## src/rtl/match_event_counter_pkg.sv

```systemverilog
// Shared constants for the match episode counter: FSM encodings and default widths.
package match_event_counter_pkg;

  localparam int CNT_W_DEF = 8;
  localparam int LEN_W_DEF = 8;

  localparam logic [1:0] ST_IDLE  = 2'b00;
  localparam logic [1:0] ST_MATCH = 2'b01;
  localparam logic [1:0] ST_DRAIN = 2'b10;

endpackage

```

## src/rtl/match_event_counter_sat_counter.sv

```systemverilog
// Saturating up-counter: synchronous clear, load of a start value, and increment
// that sticks at all-ones.
module sat_counter #(
  parameter int W = 8
) (
  input  logic         clk,
  input  logic         rst_n,
  input  logic         clr,
  input  logic         load,
  input  logic [W-1:0] load_val,
  input  logic         inc,
  output logic [W-1:0] value
);

  logic [W-1:0] value_q, value_d;

  always_comb begin
    value_d = value_q;
    if (clr) begin
      value_d = '0;
    end else if (load) begin
      value_d = load_val;
    end else if (inc && (value_q != '1)) begin
      value_d = value_q + W'(1);
    end
  end

  always_ff @(posedge clk or negedge rst_n) begin
    if (!rst_n) value_q <= '0;
    else        value_q <= value_d;
  end

  assign value = value_q;

endmodule

```

## src/rtl/match_event_counter.sv

```systemverilog
// Turns the sequence detector's ans level into counted match episodes and
// emits one dwell-length report per finished episode over valid/ready.
//
//   state | meaning
//   IDLE  | waiting for ans=1 to start an episode
//   MATCH | inside a counted episode, dwell accumulating
//   DRAIN | episode aborted by clr, waiting for ans=0 without counting
module match_event_counter
  import match_event_counter_pkg::*;
#(
  parameter int CNT_W = CNT_W_DEF,
  parameter int LEN_W = LEN_W_DEF
) (
  input  logic             clk,
  input  logic             rst_n,
  input  logic             clr,
  input  logic             ans,
  input  logic             rpt_ready,
  output logic             rpt_valid,
  output logic [LEN_W-1:0] rpt_len,
  output logic [CNT_W-1:0] rpt_idx,
  output logic [CNT_W-1:0] evt_cnt,
  output logic             in_match,
  output logic             ovf
);

  logic [1:0]       state_q, state_d;
  logic [CNT_W-1:0] evt_q, evt_d;
  logic [CNT_W-1:0] idx_q, idx_d;
  logic [LEN_W-1:0] len_q, len_d;
  logic             valid_q, valid_d;
  logic             ovf_q, ovf_d;
  logic             match_q, match_d;
  logic [LEN_W-1:0] dwell;
  logic             dwell_load, dwell_inc;
  logic             ep_end;
  logic             accept;

  assign accept = valid_q && rpt_ready;

  sat_counter #(.W(LEN_W)) u_dwell (
    .clk      (clk),
    .rst_n    (rst_n),
    .clr      (clr),
    .load     (dwell_load),
    .load_val (LEN_W'(1)),
    .inc      (dwell_inc),
    .value    (dwell)
  );

  always_comb begin
    state_d    = state_q;
    evt_d      = evt_q;
    idx_d      = idx_q;
    len_d      = len_q;
    valid_d    = valid_q;
    ovf_d      = ovf_q;
    dwell_load = 1'b0;
    dwell_inc  = 1'b0;
    ep_end     = 1'b0;

    if (clr) begin
      state_d = ans ? ST_DRAIN : ST_IDLE;
      evt_d   = '0;
      idx_d   = '0;
      len_d   = '0;
      valid_d = 1'b0;
      ovf_d   = 1'b0;
    end else begin
      case (state_q)
        ST_IDLE: begin
          if (ans) begin
            state_d    = ST_MATCH;
            evt_d      = evt_q + CNT_W'(1);
            dwell_load = 1'b1;
          end
        end
        ST_MATCH: begin
          if (ans) begin
            dwell_inc = 1'b1;
          end else begin
            state_d = ST_IDLE;
            ep_end  = 1'b1;
          end
        end
        ST_DRAIN: begin
          if (!ans) state_d = ST_IDLE;
        end
        default: state_d = ST_IDLE;
      endcase

      if (accept) valid_d = 1'b0;

      // An acceptance on this same edge frees the slot for the new report.
      if (ep_end) begin
        if (!valid_q || rpt_ready) begin
          valid_d = 1'b1;
          len_d   = dwell;
          idx_d   = evt_q;
        end else begin
          ovf_d = 1'b1;
        end
      end
    end

    match_d = (state_d == ST_MATCH);
  end

  always_ff @(posedge clk or negedge rst_n) begin
    if (!rst_n) begin
      state_q <= ST_IDLE;
      evt_q   <= '0;
      idx_q   <= '0;
      len_q   <= '0;
      valid_q <= 1'b0;
      ovf_q   <= 1'b0;
      match_q <= 1'b0;
    end else begin
      state_q <= state_d;
      evt_q   <= evt_d;
      idx_q   <= idx_d;
      len_q   <= len_d;
      valid_q <= valid_d;
      ovf_q   <= ovf_d;
      match_q <= match_d;
    end
  end

  assign rpt_valid = valid_q;
  assign rpt_len   = len_q;
  assign rpt_idx   = idx_q;
  assign evt_cnt   = evt_q;
  assign in_match  = match_q;
  assign ovf       = ovf_q;

endmodule

```

## config.mk

```make
export PLATFORM = sky130hd
export DESIGN_NAME = match_event_counter
export DESIGN_NICKNAME = d
export VERILOG_FILES = /design/src/rtl/match_event_counter_pkg.sv /design/src/rtl/match_event_counter_sat_counter.sv /design/src/rtl/match_event_counter.sv
export SDC_FILE = /design/constraint.sdc
export NUM_CORES = 1
export LEC_CHECK = 0
export CORE_UTILIZATION = 41
export DETAILED_ROUTE_END_ITERATION = 8
export GPL_TIMING_DRIVEN = 0
export PLACE_DENSITY_LB_ADDON = 0.2
export SLEW_MARGIN = 0
export SYNTH_ARGS = -nofsm -noshare
export SYNTH_HDL_FRONTEND = slang
export SYNTH_SLANG_ARGS = --single-unit
```

## constraint.sdc

```tcl
create_clock -name clk -period 1.55 [get_ports clk]
set_clock_uncertainty 0.05 [all_clocks]
set_input_delay 0.31 -clock clk [delete_from_list [all_inputs] [get_ports clk]]
set_output_delay 0.31 -clock clk [all_outputs]
set_load 0.02 [all_outputs]
```

==> out/qor.yml, run 1 <==
status: "finished, violations left"
violations: "setup timing"
grt_pass1_wl_um: 6480
cp_max_fo: 5
clk_latency_ns: 0.29
ioPinCount: 32
criticalPathCategory: "register to register"
finalMaxSlewViolations: 0
tightest_slew_ns: 0.813
final.setup.worst_slack_ns: -0.00908
core.rowCount: 23
fin_crit_ns: 1.56
clk_path_buf_depth: 2
clk_transition_reported_paths_ns: 0.08
ant_nets: 0
track_usage: 0.197
clock_sinks: 37
synth_area_um2: 1710
yosys.area.top_type_share: 0.541
drc_errors: 0
ir_drop_uv: 579
finalHoldViolCount: 0
setup_viol: 2
yosysMostFrequentCell: "nand2_1"
grt_max_degree: 38
htree_levels: 2
avgSynthCellArea_um2: 9.62
routed_via_density: 5.30
areaGrowthSynthToFinish_pct: 36.3
grt_setup_unrepaired: "true"
fillers: 344
fmax_mhz: 641
worstPathRequired_ns: 1.73
dr.pass1.iters: 4
die_w_um: 66.6
grt_overflow_total: 0
totalWireLength_um: 3850
place_congestion: 0.772
wl_per_cell_um: 14.1
p_per_area_nw_per_um2: 896
drt_iter0_drc: 64
start_util: 0.428
dp.cells: 258
synth-edff-count: 0
num_antenna_cells: 0
vias: 1448
ff_latch_area_um2: 927
cp.arrival_ns: 1.74
ys_ff_latch: 37
drive_gt1_frac: 0.202
cts-root-buf: "clkbuf_8"
ys_seq_area_frac: 0.541
synth_warnings: 0
cts_inserted_buffers: 5
syn-num-nets: 188
whs_ns: 0.0528
critPathLaunchType: "register"
port_buffers: 30
p_leak_uw: 0.00109
post-route-period-util: 1.01
synth_ff_type: "dfrtp_1"
end_kind: "register"
dieHeight_um: 66.6
grt_pass1_vias: 1388
coreArea_um2: 4000
cts_tree: "done"
hpwl_um: 2540
synth_cells: 178
slew_headroom: 0.458
fin_nets: 232
synth_common_cells: "41 x nand2_1, 37 x dfrtp_1, 25 x a21oi_1, 11 x nor2_1, 7 x xor2_1"
netlist-cell-type-count: 30
stdcell_count: 273
drv_cap: 0
yosysTopAreaCell: "dfrtp_1"
antenna_found_initial: 0
hp-class: "input port to asynchronous set/reset pin"
async_flop_share: 1.00
synth.area.top_cells: "dfrtp_1 54%, nand2_1 9.0%, a21oi_1 7.3%"
multi_input_area_um2: 847
dieArea_um2: 4440
## sequential cells by signal, summed over array words and instances, names as in the netlist
| register | cells |
|---|---|
| rpt_valid | 1 |
| ovf | 1 |
| in_match | 1 |
| state_q | 2 |
| rpt_idx | 8 |
| evt_cnt | 8 |
| rpt_len | 8 |
| u_dwell.value | 8 |
## power by group
| group | internal (µW) | switching, µW | total [µW] |
|---|---|---|---|
| logic | 83.9 | 130 | 214 |
| registers | 984 | 21.2 | 1000 |
| clock network | 523 | 349 | 872 |
## cell families (layout without fill, tap and decap cells)
logic type	count (synthesis)	in the layout	share of synthesized area
compound gates	38	38	0.132
xor+xnor	9	9	0.0461
fa+ha+maj	5	5	0.0365
buf+inv	9	54	0.0256
flops	37	37	0.541
mux	1	1	0.00585
simple gates	79	79	0.213
## per-stage QoR
stage               setup TNS [ns]  setup WS [ns]  instance area (µm²)  utilization  total power (µW)
floorplan                 -0.00993       -0.00907                 1720            -              1130
global placement            -32.98         -0.703                 2090        0.521              1200
detailed placement           -7.95         -0.504                 2080        0.520              1210
CTS                         -0.346         -0.117                 2190        0.549              2090
global route                -0.375        -0.0602                 2330        0.583              2190
finish                     -0.0150       -0.00908                 2330        0.583              2090
## critical path, stage by stage, from the launching register on
cell	delay, ns
dfrtp_1	0.41
inv_2	0.11
ha_4	0.15
and3b_2	0.23
o211ai_4	0.10
or3_1	0.34
a21oi_2	0.12
## cells in the final DEF (no fill, tap or decap), types with 4 or more instances in the layout
master / instances
clkbuf_8: 6
dlygate4sd2_1: 27
nand3_1: 4
nand2_1: 40
o21ai_0: 5
dfrtp_1: 36
buf_4: 9
a21oi_2: 4
a21oi_1: 21
nor2_1: 11
xor2_1: 7
nand4_1: 5
## layout make-up
type / instances / share of cell area
sequential: 37 / 0.398
multi-input combinational: 132 / 0.363
timing repair buffer: 39 / 0.144
clock buffer: 6 / 0.0354
tap: 50 / 0.0268
clock inverter: 2 / 0.0161
buffer: 5 / 0.0139
inverter: 2 / 0.00322
## layer usage
layer,track usage,vias up,share of wire
met5,0,-,0
met4,0.0691,0,0.014
met3,0.0582,6,0.046
met2,0.319,38,0.49
met1,0.247,703,0.45
li1,-,701,-
## final timing paths
check / startpoint / cells after the start / slack (ns) / end
setup reg to reg: state_q[1] / 6 / -0.009 / u_dwell.value[5]
hold / removal: rst_n / 1 / 0.05 / u_dwell.value[3]
max in group asynchronous: rst_n / 1 / 0.82 / state_q[0]
min in group clk: ans / 2 / 0.23 / state_q[1]
hold reg to reg: ovf / 2 / 0.46 / ovf
setup / recovery: state_q[1] / 6 / -0.009 / u_dwell.value[5]
## timing repair
action	CTS	global route
pin swaps	3	21
buffers inserted	1	8
hold endpoints to repair	0	0
gates resized for setup	37	18
hold buffers	0	0
gates cloned	0	0
endpoints found under the setup margin	46	29
Power figures use the tool's default switching activity.
==> run 2, diff against run 1 <==
Settings changed: SKIP_LAST_GASP from default to 1.
==> out/qor.yml, run 2 (synthesis results as in run 1) <==
status: "finished, violations left"
violations: "setup timing"
end_kind: "register"
path_buf_inv: 1  # unchanged
num_antenna_cells: 0  # unchanged
grt_overflow_total: 0  # unchanged
wl_per_cell_um: 14.1  # about the same
ioPinCount: 32  # unchanged
setup.worst_path.start: "state_q[1]"
p_int_uw: 1590  # about the same
criticalPathCategory: "register to register"
crit_path_end: "u_dwell.value[5]"
fin_crit_ns: 1.56  # -0.000541 ns
cp.arrival_ns: 1.74  # about the same
layout_common_cells: "40 x nand2_1, 36 x dfrtp_1, 27 x dlygate4sd2_1"
antenna_found_initial: 0  # unchanged
slew_headroom: 0.457  # about the same
crit_chain: "inv_2 -> ha_4 -> and3b_2 -> o211ai_4 -> or3_1 -> a21oi_2"
post-route-period-util: 1.01  # about the same
stdcell_count: 273  # unchanged
dieHeight_um: 66.6  # unchanged
setup_viol: 1  # -1
track_usage: 0.197  # unchanged
swShare: 0.240  # +0.000854
cp_top_family: "simple AND/OR/NAND/NOR gates"
cp_slowest_cell: "dfrtp_1"
whs_ns: 0.0526  # -0.000257 ns
coreArea_um2: 4000  # unchanged
p_leak_uw: 0.00109  # about the same
dr.pass1.iters: 4  # unchanged
dp.cells: 258  # unchanged
cts_tree: "done"
routed_via_density: 5.28  # -0.41%
finalMaxSlewViolations: 0  # unchanged
pwr-share-comb: 0.102  # about the same
cp_max_fo: 5  # unchanged
post-place-ws_ns: -0.504  # unchanged
rr_startpoint: "state_q[1]"
grt_setup_unrepaired: "true"
p_total_uw: 2090  # +0.11%
cp_num_cells: 6  # unchanged
finalHoldViolCount: 0  # unchanged
areaGrowthSynthToFinish_pct: 36.0
layout_commonest_cell: "nand2_1"
hp-class: "input port to asynchronous set/reset pin"
fmax_mhz: 642  # about the same
vias: 1442  # -0.41%
place_congestion: 0.772  # unchanged
postPlaceCellArea_um2: 2080  # unchanged
drive_gt1_frac: 0.197  # -0.00448
critPathMaxStageDelay_ns: 0.41  # about the same
p_switching_uw: 503  # +0.46%
grt_max_degree: 38  # unchanged
ir_drop_uv: 580  # +0.19%
die_w_um: 66.6  # unchanged
final.setup.worst_slack_ns: -0.00854  # +0.000541 ns
hpwl_um: 2540  # unchanged
htree_levels: 2  # unchanged
critPathLaunchType: "register"
start_util: 0.428  # unchanged
r2r_end: "u_dwell.value[5]"
ant_nets: 0  # unchanged
grt_pass1_wl_um: 6480  # unchanged
fin_area_um2: 2330  # -0.16%
clk_latency_ns: 0.30  # about the same
power.share.sequential: 0.480  # about the same
drv_cap: 0  # unchanged
tightest_slew_ns: 0.814  # +0.000547 ns
worstPathRequired_ns: 1.73  # about the same
clock_sinks: 37  # unchanged
p_per_area_nw_per_um2: 899  # +0.27%
drc_errors: 0  # unchanged
drt_iter0_drc: 45  # -30%
clk_path_buf_depth: 2  # unchanged
ff2ff_setup_slack_ns: -0.009  # about the same
core.rowCount: 23  # unchanged
grt_pass1_vias: 1388  # unchanged
dieArea_um2: 4440  # unchanged
clkPwrFrac: 0.418  # about the same
r2r_cells: 6  # unchanged
clk_transition_reported_paths_ns: 0.08  # about the same
port_buffers: 30  # unchanged
cts-root-buf: "clkbuf_8"
fin_nets: 232  # unchanged
cts_inserted_buffers: 5  # unchanged
totalWireLength_um: 3850  # about the same
==> run 2: cell count changes in the layout (fill, tap and decap cells not counted) <==
cell and delta:
a21oi_1 +1, a21oi_2 -1
==> run 2: metal layers <==
layer,vias to the layer above,global-route usage,share of wire
met5,-,0,0
met4,0,0.0691,0.014
met3,6,0.0582,0.042
met2,31,0.319,0.50
met1,709,0.247,0.45
li1,696,-,-
==> run 2: worst min path at each step <==
stage / depth (start not counted) / from / slack (ns) / endpoint
CTS: 1 / rst_n / 0.08 / rpt_len[7]
floorplan: 0 / rst_n / -0.04 / evt_cnt[0]
global route: 1 / rst_n / 0.12 / rpt_len[7]
global placement: 2 / ovf / 0.44 / ovf
detailed placement: 1 / rst_n / 0.41 / u_dwell.value[3]
finish: 1 / rst_n / 0.05 / u_dwell.value[3]
==> run 2: layout make-up <==
class / count / area (µm²)
repair buffers: 39 / 335
fillers: 346 / 1670
flip-flops and latches: 37 / 927
plain buffers: 5 / 32.5
well taps: 50 / 62.6
clock inverters: 2 / 37.5
inverters: 2 / 7.51
clock buffers: 6 / 82.6
multi-input cells: 132 / 843
==> run 2: power groups by stage <==
stage	clock network (µW)	registers, µW	logic [µW]
after detailed placement	0	1020	181
after floorplan	0	1030	93.4
after global placement	0	1020	177
final	875	1000	214
after CTS	894	1010	187
after global routing	943	1010	239
==> run 2: stage by stage <==
stage / util / setup TNS [ns]
floorplan: - / -0.00993
global placement: 0.521 / -32.98
detailed placement: 0.520 / -7.95
CTS: 0.548 / -0.479
global route: 0.582 / -0.400
finish: 0.582 / -0.00854
==> run 2: repair_timing <==
action,4_1_cts,5_1_grt
pin swaps,2,20
endpoints found under the setup margin,46,29
hold buffers,0,0
resized for setup,36,18
setup buffers,1,8
==> run 3, diff against run 2 <==
Settings changed: CTS_CLUSTER_SIZE from default to 25, SYNTH_HIERARCHICAL from default to 1.
==> out/qor.yml, run 3 <==
dr.pass1.iters: 4  # unchanged
cts_hold_buf: 0  # unchanged
slew_headroom: 0.442  # -0.0154
p_per_area_nw_per_um2: 847  # -5.8%
cts-root-buf: "clkbuf_8"
ant_nets: 0  # unchanged
place_congestion: 0.855  # +11%
critPathLaunchType: "register"
synth_warnings: 6  # +6
vias: 1625  # +13%
postPlaceCellArea_um2: 2260  # +8.7%
totalWireLength_um: 4810  # +25%
synth_compound_area_frac: 0.215  # +0.0835
power.share.sequential: 0.458  # -0.022
dieArea_um2: 4810  # +8.5%
areaGrowthSynthToFinish_pct: 44.2
layout_common_cells: "35 x dfrtp_1, 28 x dlygate4sd2_1, 16 x a22o_1"
netlist-cell-type-count: 49  # +63%
fin_nets: 248  # +6.9%
clk_latency_ns: 0.30  # about the same
grt_pass1_vias: 1624  # +17%
worstPathRequired_ns: 1.73  # about the same
synth_xor_area_frac: 0.00941  # -0.0366
cts_tree: "done"
cp.arrival_ns: 1.92  # +0.18 ns
wl_per_cell_um: 16.6  # +18%
yosys.area.top_type_share: 0.497  # -0.0436
ys_seq_area_frac: 0.497  # -0.0436
async_flop_share: 1.00  # unchanged
synthAdderAreaFrac: 0.0403  # +0.00377
synth_ff_type: "dfrtp_1"
antenna_found_initial: 0  # unchanged
track_usage: 0.214  # +0.0171
drv_cap: 0  # unchanged
final.setup.worst_slack_ns: -0.194  # -0.186 ns
synth_simple_gate_area_frac: 0.171  # -0.0428
clkPwrFrac: 0.378  # -0.040
fin_crit_ns: 1.74  # +0.186 ns
swShare: 0.272  # +0.0323
finalMaxSlewViolations: 0  # unchanged
crit_chain: "inv_2 -> ha_4 -> and3b_2 -> nand4_1 -> buf_6 -> or4_1 -> nand3_1"
fin_area_um2: 2680  # +15%
core.rowCount: 24  # +4.3%
post-place-ws_ns: -0.664  # -0.160 ns
yosysTopAreaCell: "dfrtp_1"
status: "finished, violations left"
coreArea_um2: 4350  # +8.9%
drive_gt1_frac: 0.282  # +0.0842
drc_errors: 0  # unchanged
clock_sinks: 37  # unchanged
p_leak_uw: 0.00128  # +18%
port_buffers: 30  # unchanged
htree_levels: 2  # unchanged
synth-edff-count: 0  # unchanged
ys_ff_latch: 37  # unchanged
cts_inserted_buffers: 5  # unchanged
cp_slowest_cell: "dfrtp_1"
critPathMaxStageDelay_ns: 0.40  # about the same
violations: "setup timing"
grt_setup_unrepaired: "true"
synth_cells: 173  # -2.8%
die_w_um: 69.4  # +4.2%
dieHeight_um: 69.4  # +4.2%
grt_max_degree: 38  # unchanged
cp_max_fo: 6  # +1
routed_via_density: 5.60  # +6.1%
tightest_slew_ns: 0.837  # +0.0230 ns
criticalPathCategory: "register to register"
fmax_mhz: 573  # -11%
grt_pass1_wl_um: 8020  # +24%
layout_commonest_cell: "dfrtp_1"
clk_transition_reported_paths_ns: 0.08  # about the same
synth_area_um2: 1860  # +8.8%
hpwl_um: 2990  # +18%
p_int_uw: 1650  # +4.0%
synth_common_cells: "37 x dfrtp_1, 16 x a22o_1, 9 x a21oi_1, 9 x inv_1, 9 x nand3_1"
num_antenna_cells: 0  # unchanged
synth.area.top_cells: "dfrtp_1 50%, a22o_1 7.5%, ha_1 4.0%"
start_util: 0.428  # about the same
yosysMostFrequentCell: "dfrtp_1"
end_kind: "register"
hp-class: "input port to asynchronous set/reset pin"
synth_mux_area_frac: 0.0168  # +0.0110
stdcell_count: 290  # +6.2%
drt_iter0_drc: 123  # +170%
clk_path_buf_depth: 2  # unchanged
pwr-share-comb: 0.164  # +0.062
dp.cells: 262  # +1.6%
p_switching_uw: 619  # +23%
setup_viol: 14  # +13
ioPinCount: 32  # unchanged
finalHoldViolCount: 0  # unchanged
grt_overflow_total: 0  # unchanged
synth_top_family_by_area: "compound AO/OA/AOI/OAI gates"
avgSynthCellArea_um2: 10.8  # +12%
ir_drop_uv: 384  # -34%
post-route-period-util: 1.13  # +0.120
[run 3: cell count changes after synthesis, sizes merged, moves of 6 or more]
cell and delta:
a21oi -15, a22o +16, inv +7, nand2 -35, xor2 -6
[run 3: per-layer routing]
metal	global-route usage	routed length (µm)
met1	0.282	2170
met2	0.338	2300
met3	0.0610	274
met4	0.0748	68
met5	0	0
[run 3: layout make-up]
| cell class | count | area (µm²) |
|---|---|---|
| plain buffers | 8 | 73.8 |
| repair buffers | 50 | 450 |
| inverters | 9 | 36.3 |
| well taps | 52 | 65.1 |
| fillers | 341 | 1670 |
| multi-input cells | 126 | 1010 |
| clock buffers | 5 | 68.8 |
| clock inverters | 3 | 46.3 |
| flip-flops and latches | 37 | 928 |
[run 3: final timing paths]
kind | start | end | slack [ns] | cells after the start
hold reg to reg | rpt_idx[6] | rpt_idx[6] | 0.45 | 1
setup / recovery | state_q[1] | u_dwell/value[3] | -0.19 | 7
setup reg to reg | state_q[1] | u_dwell/value[3] | -0.19 | 7
max in group asynchronous | rst_n | state_q[0] | 0.82 | 1
min in group clk | clr | state_q[0] | 0.30 | 2
hold / removal | rst_n | evt_cnt[7] | 0.05 | 1
[run 3: cell families (layout without fill, tap and decap cells)]
| family | Yosys count | count (layout) |
|---|---|---|
| AO/OA/AOI/OAI | 53 | 53 |
| AND/OR/NAND/NOR | 53 | 53 |
| flip-flops | 37 | 37 |
| buffers and inverters | 17 | 75 |
| adder cells (fa/ha/maj) | 6 | 6 |
| multiplexers | 3 | 3 |
| other | 2 | 9 |
| XOR/XNOR | 2 | 2 |
[run 3: stage by stage]
stage | total power (µW) | hold WS [ns] | util | setup TNS (ns)
floorplan | 1210 | -0.0356 | - | -0.155
global placement | 1300 | 0.436 | 0.521 | -34.07
detailed placement | 1310 | 0.419 | 0.520 | -9.26
CTS | 2240 | 0.0799 | 0.589 | -2.20
global route | 2380 | 0.115 | 0.616 | -2.96
finish | 2270 | 0.0505 | 0.616 | -1.74
[run 3: power by group through the flow]
stage               clock network [µW]  registers, µW  logic (µW)
finish                             858           1040         373
global route                       924           1050         407
CTS                                880           1040         323
detailed placement                   0           1060         255
global placement                     0           1060         243
floorplan                            0           1060         152
[run 3: timing repair]
item | CTS | global route
resized for setup | 53 | 16
setup endpoints to repair | 51 | 30
cloned | 2 | 1
hold endpoints to repair | 0 | 0
pin swaps | 9 | 6
setup buffers | 10 | 7
[run 3: worst max-delay path, delay by kind of cell, from the launching register on]
| kind | cells | cell delay, ns |
|---|---|---|
| and+or+nand+nor | 4 | 0.82 |
| buffers and inverters | 2 | 0.26 |
| adders and majority gates | 1 | 0.14 |
| DFF | 1 | 0.40 |
